<file path="config.mk">
export PLATFORM = sky130hd
export DESIGN_NAME = multicycle_ctrl
export DESIGN_NICKNAME = d
export VERILOG_FILES = /design/src/rtl/multicycle_ctrl.sv
export SDC_FILE = /design/constraint.sdc
export NUM_CORES = 1
export LEC_CHECK = 0
export BUFFER_PORTS_ARGS = -buffer_cell sky130_fd_sc_hd__buf_2
export CAP_MARGIN = 20
export CORE_MARGIN = 4
export CORE_UTILIZATION = 40
export DETAILED_ROUTE_END_ITERATION = 6
export GPL_TIMING_DRIVEN = 0
export HOLD_SLACK_MARGIN = 0.03
export PLACE_DENSITY = 0.67
export SYNTH_ARGS = -nofsm -noshare
export SYNTH_HDL_FRONTEND = slang
export SYNTH_SLANG_ARGS = --single-unit
</file>
<file path="constraint.sdc">
create_clock -name clk -period 3.95 [get_ports clk]
set_clock_uncertainty 0.15 [all_clocks]
set_input_delay 0.395 -clock clk [delete_from_list [all_inputs] [get_ports clk]]
set_output_delay 0.395 -clock clk [all_outputs]
set_load 0.02 [all_outputs]
</file>
<file path="src/rtl/multicycle_ctrl.sv">
// Control FSM for a multi-cycle RV32I datapath, with memory wait states and a timeout watchdog.
// Optional performance counters are built only when MC_CTRL_PERF_EN is defined.
module multicycle_ctrl #(
  parameter int MEM_TIMEOUT = 16,
  parameter int TO_W        = 5
) (
  input  logic       clk,
  input  logic       reset,
  input  logic [6:0] opcode,
  input  logic       zero,
  input  logic       mem_ready,
  output logic       mem_req,
  output logic       mem_write,
  output logic       adr_src,
  output logic       ir_write,
  output logic       pc_write,
  output logic       reg_write,
  output logic [1:0] alu_src_a,
  output logic [1:0] alu_src_b,
  output logic [1:0] result_src,
  output logic [1:0] aluop,
  output logic       illegal,
  output logic [3:0] state_dbg
`ifdef MC_CTRL_PERF_EN
  ,
  output logic [31:0] cycle_cnt,
  output logic [31:0] instret_cnt
`endif
);

  typedef enum logic [3:0] {
    S_FETCH    = 4'd0,
    S_DECODE   = 4'd1,
    S_MEMADR   = 4'd2,
    S_MEMREAD  = 4'd3,
    S_MEMWB    = 4'd4,
    S_MEMWRITE = 4'd5,
    S_EXEC_R   = 4'd6,
    S_EXEC_I   = 4'd7,
    S_ALUWB    = 4'd8,
    S_BEQ      = 4'd9,
    S_JAL      = 4'd10,
    S_ERROR    = 4'd15
  } state_e;

  localparam logic [6:0] OP_R   = 7'b0110011;
  localparam logic [6:0] OP_I   = 7'b0010011;
  localparam logic [6:0] OP_LW  = 7'b0000011;
  localparam logic [6:0] OP_SW  = 7'b0100011;
  localparam logic [6:0] OP_BEQ = 7'b1100011;
  localparam logic [6:0] OP_JAL = 7'b1101111;

  state_e          state_q, state_d;
  logic [TO_W-1:0] to_cnt_q, to_cnt_d;
  logic [TO_W-1:0] to_inc;
  logic            wait_state;
  logic            timeout_hit;

  // State register and wait-cycle counter
  always_ff @(posedge clk) begin
    if (reset) begin
      state_q  <= S_FETCH;
      to_cnt_q <= '0;
    end else begin
      state_q  <= state_d;
      to_cnt_q <= to_cnt_d;
    end
  end

  // Counter is zero on entry to any memory state, so it counts wait cycles of the current access only
  assign wait_state  = (state_q == S_FETCH) || (state_q == S_MEMREAD) || (state_q == S_MEMWRITE);
  assign to_inc      = to_cnt_q + 1'b1;
  assign timeout_hit = (MEM_TIMEOUT != 0) && wait_state && !mem_ready &&
                       (to_inc == TO_W'(MEM_TIMEOUT));
  assign to_cnt_d    = (wait_state && !mem_ready) ? to_inc : '0;

  // Next-state logic
  always_comb begin
    state_d = S_ERROR;
    case (state_q)
      S_FETCH: begin
        if (timeout_hit)    state_d = S_ERROR;
        else if (mem_ready) state_d = S_DECODE;
        else                state_d = S_FETCH;
      end
      S_DECODE: begin
        case (opcode)
          OP_R:         state_d = S_EXEC_R;
          OP_I:         state_d = S_EXEC_I;
          OP_LW, OP_SW: state_d = S_MEMADR;
          OP_BEQ:       state_d = S_BEQ;
          OP_JAL:       state_d = S_JAL;
          default:      state_d = S_ERROR;
        endcase
      end
      S_MEMADR: begin
        if (opcode == OP_LW)      state_d = S_MEMREAD;
        else if (opcode == OP_SW) state_d = S_MEMWRITE;
        else                      state_d = S_ERROR;
      end
      S_MEMREAD: begin
        if (timeout_hit)    state_d = S_ERROR;
        else if (mem_ready) state_d = S_MEMWB;
        else                state_d = S_MEMREAD;
      end
      S_MEMWRITE: begin
        if (timeout_hit)    state_d = S_ERROR;
        else if (mem_ready) state_d = S_FETCH;
        else                state_d = S_MEMWRITE;
      end
      S_MEMWB:  state_d = S_FETCH;
      S_EXEC_R: state_d = S_ALUWB;
      S_EXEC_I: state_d = S_ALUWB;
      S_ALUWB:  state_d = S_FETCH;
      S_BEQ:    state_d = S_FETCH;
      S_JAL:    state_d = S_ALUWB;
      default:  state_d = S_ERROR;
    endcase
  end

  // Output decode; reset forces every output low, including in-flight write strobes
  always_comb begin
    mem_req    = 1'b0;
    mem_write  = 1'b0;
    adr_src    = 1'b0;
    ir_write   = 1'b0;
    pc_write   = 1'b0;
    reg_write  = 1'b0;
    alu_src_a  = 2'b00;
    alu_src_b  = 2'b00;
    result_src = 2'b00;
    aluop      = 2'b00;
    illegal    = 1'b0;
    state_dbg  = 4'd0;
    if (!reset) begin
      state_dbg = state_q;
      case (state_q)
        S_FETCH: begin
          mem_req    = 1'b1;
          alu_src_b  = 2'b10;
          result_src = 2'b10;
          ir_write   = mem_ready;
          pc_write   = mem_ready;
        end
        S_DECODE: begin
          alu_src_a = 2'b01;
          alu_src_b = 2'b01;
        end
        S_MEMADR: begin
          alu_src_a = 2'b10;
          alu_src_b = 2'b01;
        end
        S_MEMREAD: begin
          mem_req = 1'b1;
          adr_src = 1'b1;
        end
        S_MEMWB: begin
          reg_write  = 1'b1;
          result_src = 2'b01;
        end
        S_MEMWRITE: begin
          mem_req   = 1'b1;
          mem_write = 1'b1;
          adr_src   = 1'b1;
        end
        S_EXEC_R: begin
          alu_src_a = 2'b10;
          aluop     = 2'b10;
        end
        S_EXEC_I: begin
          alu_src_a = 2'b10;
          alu_src_b = 2'b01;
          aluop     = 2'b10;
        end
        S_ALUWB: reg_write = 1'b1;
        S_BEQ: begin
          alu_src_a = 2'b10;
          aluop     = 2'b01;
          pc_write  = zero;
        end
        S_JAL: begin
          alu_src_a = 2'b01;
          alu_src_b = 2'b10;
          pc_write  = 1'b1;
        end
        default: illegal = 1'b1;
      endcase
    end
  end

`ifdef MC_CTRL_PERF_EN
  logic [31:0] cycle_q, cycle_d;
  logic [31:0] instret_q, instret_d;
  logic        retire;

  assign retire = (state_d == S_FETCH) &&
                  ((state_q == S_MEMWB) || (state_q == S_MEMWRITE) ||
                   (state_q == S_ALUWB) || (state_q == S_BEQ));

  // Counters freeze once the controller has faulted
  always_comb begin
    cycle_d   = cycle_q;
    instret_d = instret_q;
    if (state_q != S_ERROR) begin
      cycle_d = cycle_q + 32'd1;
      if (retire) instret_d = instret_q + 32'd1;
    end
  end

  always_ff @(posedge clk) begin
    if (reset) begin
      cycle_q   <= '0;
      instret_q <= '0;
    end else begin
      cycle_q   <= cycle_d;
      instret_q <= instret_d;
    end
  end

  assign cycle_cnt   = reset ? 32'd0 : cycle_q;
  assign instret_cnt = reset ? 32'd0 : instret_q;
`endif

endmodule

</file>
## After elaboration in Yosys (flattened, before gate mapping)

Index checks and enable logic that the tools add are counted.

- Output and inout port bits: 19
- Register bits after elaboration: 9
- Memories kept: 0
- Bits in read-only memories: 0
- Word-level logic and storage cells: 73
- Input bits: 11
- Bits in latches: 0
- Bits in writable memories: 0

- Bitwise operators: 1
- Reduce and logical (&&, ||, !) cells: 19
- Div/mod/pow operators: 0
- Multiply operators: 0
- Add/sub/neg operators: 1
- Shift-type cells: 0
- Magnitude comparators: 0
- Equal/unequal tests: 17
- Multiplexer cells: 33

Operators by type and width:

| kind | count |
|---|---|
| $pmux 4 s7 | 1 |
| $mux 4 | 6 |
| $pmux 4 s5 | 1 |
| $eq 4x3->1 const B | 4 |
| $pmux 2 s2 | 4 |
| $eq 7x6->1 const B | 2 |
| $eq 7x7->1 const B | 2 |
| $mux 1 | 14 |
| $reduce_or 2->1 | 7 |
| $eq 4x4->1 const B | 3 |
| $reduce_or 3->1 | 4 |
| $reduce_or 11->1 | 1 |
| $eq 4x2->1 const B | 2 |
| $mux 2 | 4 |
| $eq 7x2->1 const B | 1 |
| $eq 7x5->1 const B | 1 |
| $mux 3 | 2 |
| $add 5x1->5 const B | 1 |
| $eq 5x5->1 const B | 1 |
| $eq 4x1->1 const B | 1 |
| $logic_not 4->1 | 1 |
| $reduce_or 4->1 | 1 |
| $pmux 1 s3 | 1 |
| $logic_and 1x1->1 | 2 |
| other kinds (3) | 4 |

## Depth between registers and ports, before layout

- Depth after elaboration: 7
- Mapped depth: 6
- Depth with buffers taken out: 6

## Least setup slack after synthesis

Ideal clock, no wire load.

- Path kind: register to output
- Start point: reg state_q[2]
- End point: out pc_write
- Setup slack: 1.683 ns
- Buffers on the path: 1
- Arrival time: 1.722 ns
- Data required time: 3.405 ns
- Stages on the path, launching flop included: 7
- Cells stage by stage: dfxtp_1 > clkbuf_8 > nor2_1 > nand2_1 > nor3_1 > a21oi_1 > nor3_1

- Word-level cells in the longest chain between the ends: 3
- Elaborated cells on any way between the ends: 5
- Classes of those cells: 2 x eq/ne; 2 x mux; 1 x reduce/logical

Ends and longest elaborated chain:

| what | line | text |
|---|---|---|
| from (decl) | 53 | `state_e state_q, state_d;` |
| from (signal assigned) | 65 | `state_q <= state_d;` |
| $eq 4x4->1 / $logic_not 4->1 (equally long branches) | 137 | `case (state_q)` |
| $pmux 1 s3 (*) | 137 |  |
| $mux 1 (*) | 135 | `if (!reset) begin` |
| to (decl) | 16 | `output logic pc_write,` |

Every way passes the cells marked *; elsewhere a longest branch is shown, timed or not.

## Worst setup path after layout

- Start point: reg state_q[2]
- End point: out ir_write

- Word-level cells in the longest chain between the ends: 3

Ends and longest elaborated chain:

| what | line | text |
|---|---|---|
| $logic_not 4->1 | 137 |  |
| $mux 1 | 137 |  |
| $mux 1 | 135 |  |
| to (decl) | 15 | `output logic ir_write,` |

No other way between the ends.

==> results.py <==
metrics = {
    "run_status": {
        "status": "finished clean",
    },
    "synthesis": {
        "synth_area_per_cell_um2": 7.625,
        "syn-cell-area_um2": 968.4,
        "yosysMostFrequentCell": "nor2_1",
        "synth-async-reset-ratio_pct": 0,
        "yosysTopAreaCellShare_pct": 18.60,
        "synth_edf_count": 0,
        "synthTopCellsByArea": "dfxtp_1 (19%), clkbuf_8 (7.1%), nor2_1 (6.6%)",
        "yosys_warnings": 0,
        "synth-seq-cells": 9,
        "synth_commonest_cells": "nor2_1 (17), dfxtp_1 (9), nor2b_1 (9)",
        "synth_cell_types": 48,
        "ys_seq_area_share_pct": 18.60,
        "synth_cells": 127,
        "synth_top_area_cell": "dfxtp_1",
        "synthFlopType": "dfxtp_1",
        "synth_fp_nets": 139,
    },
    "global_routing": {
        "grt_pass1_vias": 989,
        "grt-ovfl-total": 0,
        "busiest_layer": "met2",
        "use_met1_pct": 21.17,
        "grt_pass1_wl_um": 4160,
        "grt_start_max_net_pins": 11,
        "grt_util_met2_pct": 24.96,
        "grt.total_usage_pct": 15.35,
        "antenna_found_initial": 0,
        "met3_usage_pct": 1.357,
    },
    "run": {
        "maxCapViolCount": 0,
    },
    "setup_path": {
        "cpLargestDelayFamily": "simple AND/OR/NAND/NOR gates",
        "cp_num_buf_inv": 2,
        "cp.arrival_ps": 1760,
        "timing.critical_path.cells": "clkbuf_8 > nor4_1 > nor2b_1 > and2_1 > buf_2",
        "path_max_fanout": 10,
        "slowest_delay_ps": 430,
        "worst_path_max_delay_cell": "nor4_1",
        "crit_required_ps": 3400,
        "cp-end-kind": "output pin",
        "path_class": "reg2out",
        "critPathLaunchType": "flip-flop",
    },
    "floorplanning": {
        "die_area_um2": 3272,
        "die_w_um": 57.21,
        "ioPinCount": 30,
        "std_cell_rows": 17,
        "initial_core_util_pct": 42.95,
        "die_height_um": 57.21,
        "coreArea_um2": 2255,
    },
    "layout": {
        "area_delta_synth_final_pct": 20.80,
        "multiInputGateArea_um2": 680.7,
        "seqCellArea_um2": 180.2,
        "num-fill-cells": 239,
        "nets": 172,
        "diodes": 0,
        "layout-drive-gt1-share_pct": 31.45,
    },
    "clocking": {
        "clock_latency_ps": 250,
        "cts_root_buffer": "clkbuf_4",
        "cts_resized": 0,
        "post_cts_buffers": 0,
        "cts_buffers": 3,
        "clkTransAtPathRegs_ps": 60,
        "cts_hold_buf": 0,
        "cts_tree": "done",
        "cts.htree.levels": 1,
        "clock_path_buffers": 2,
        "clock_sinks": 9,
    },
    "sta": {
        "setup-violations-final": 0,
        "rsz0062_at_grt": "false",
        "period_needed_ps": 2310,
        "max_slew_margin_pct": 70.43,
        "drv_slew": 0,
        "setup_tns_ps": 0,
        "worstMarginPinSlew_ps": 439.5,
        "fmax_mhz": 433.0,
        "whs_ps": 347.0,
        "min_period_over_period_pct": 58.47,
        "hold_viol": 0,
    },
    "worst_hold_path": {
        "hold_class": "reg2reg",
    },
    "routing": {
        "drt-initial-drc-count": 47,
        "antenna_left": 0,
        "dr.pass1.iters": 4,
        "routed_via_density": 5.449,
        "drcViolationCount": 0,
        "totalWireLength_um": 2415,
        "wire_per_inst_um": 12.91,
        "num_vias": 1019,
    },
    "power_and_ir_drop": {
        "finalPower_w": 0.0008271,
        "p_leak_nw": 0.5087,
        "irDropWorstVdd_mv": 0.3079,
        "powerDensity_nw_per_um2": 707.0,
    },
    "place": {
        "gp_congestion": 0.8102,
        "io_buffers": 28,
        "dpl.hpwl_um": 1851,
    },
}
## layout make-up
| class | instances | share of cell area (%) |
|---|---|---|
| clock buffers | 4 | 2.246 |
| plain buffers | 9 | 8.235 |
| multi-input cells | 106 | 58.18 |
| flip-flops and latches | 9 | 15.40 |
| repair buffers | 28 | 11.98 |
| well taps | 28 | 2.995 |
| inverters | 3 | 0.9626 |
## registers in the layout (all words and copies together), names as in the netlist
signal / flops
state_q: 4
to_cnt_q: 5
## cell families (layout without fill, tap and decap cells)
family / after synthesis / after routing / share of synthesized area [%]
AOI/OAI and AO/OA: 31 / 31 / 22.22
xor gates and xnor gates: 6 / 6 / 6.203
adders and majority gates: 1 / 1 / 1.292
buffers and inverters: 12 / 44 / 11.11
DFF: 9 / 9 / 18.60
and+or+nand+nor: 68 / 68 / 40.57
## per-layer routing
| metal | share of wire [%] | wire length [um] | up-vias |
|---|---|---|---|
| met5 | 0 | 0 | - |
| met4 | 0.50 | 12 | 0 |
| met3 | 5.3 | 129 | 2 |
| met2 | 47 | 1134 | 33 |
| met1 | 47 | 1139 | 467 |
| li1 | - | - | 517 |
## cell usage in the layout, fill, tap and decap left out, types with 2 or more instances in the layout
| cell type | netlist | final |
|---|---|---|
| a211oi_1 | 2 | 2 |
| a21oi_1 | 5 | 5 |
| o21ai_0 | 5 | 5 |
| nor2b_1 | 9 | 9 |
| o21a_1 | 3 | 3 |
| xor2_1 | 2 | 2 |
| xnor2_1 | 3 | 3 |
| and3_1 | 2 | 2 |
| clkbuf_8 | 5 | 5 |
| nor3b_1 | 2 | 2 |
| nor4_1 | 3 | 3 |
| clkbuf_1 | 1 | 2 |
| nor3_1 | 7 | 7 |
| nor2_1 | 17 | 17 |
| clkbuf_4 | 0 | 3 |
| nand3b_1 | 2 | 2 |
| o31ai_1 | 2 | 2 |
| nand2_1 | 8 | 8 |
| inv_1 | 3 | 3 |
| nand3_1 | 3 | 3 |
| a31oi_1 | 3 | 3 |
| dfxtp_1 | 9 | 9 |
| nand2b_1 | 5 | 5 |
| buf_2 | 1 | 29 |
## where the power goes
group | switching, W | internal, W
clock | 0.0000314 | 0.0000389
combinational | 0.000360 | 0.000248
sequential | 0.0000336 | 0.000115
## per-stage QoR
step / area, um^2 / instances / util (%) / setup slack (ps)
after floorplan: 968.4 / 127 / - / 1683
after global placement: 1144 / 183 / 50.72 / 1936
after detailed placement: 1144 / 183 / 50.72 / 1931
after CTS: 1170 / 187 / 51.89 / 1647
after global routing: 1170 / 187 / 51.89 / 1511
final: 1170 / 187 / 51.89 / 1640
## worst paths after layout
path,to,cells after the start,slack (ps),startpoint
max,ir_write,5,1640,state_q[2]$_SDFF_PP0_
max reg2reg,state_q[2]$_SDFF_PP0_,6,2220,to_cnt_q[0]$_SDFF_PP0_
min,to_cnt_q[0]$_SDFF_PP0_,1,350,to_cnt_q[0]$_SDFF_PP0_
min reg2reg,to_cnt_q[0]$_SDFF_PP0_,1,350,to_cnt_q[0]$_SDFF_PP0_
(Power assumes the default switching activity.)
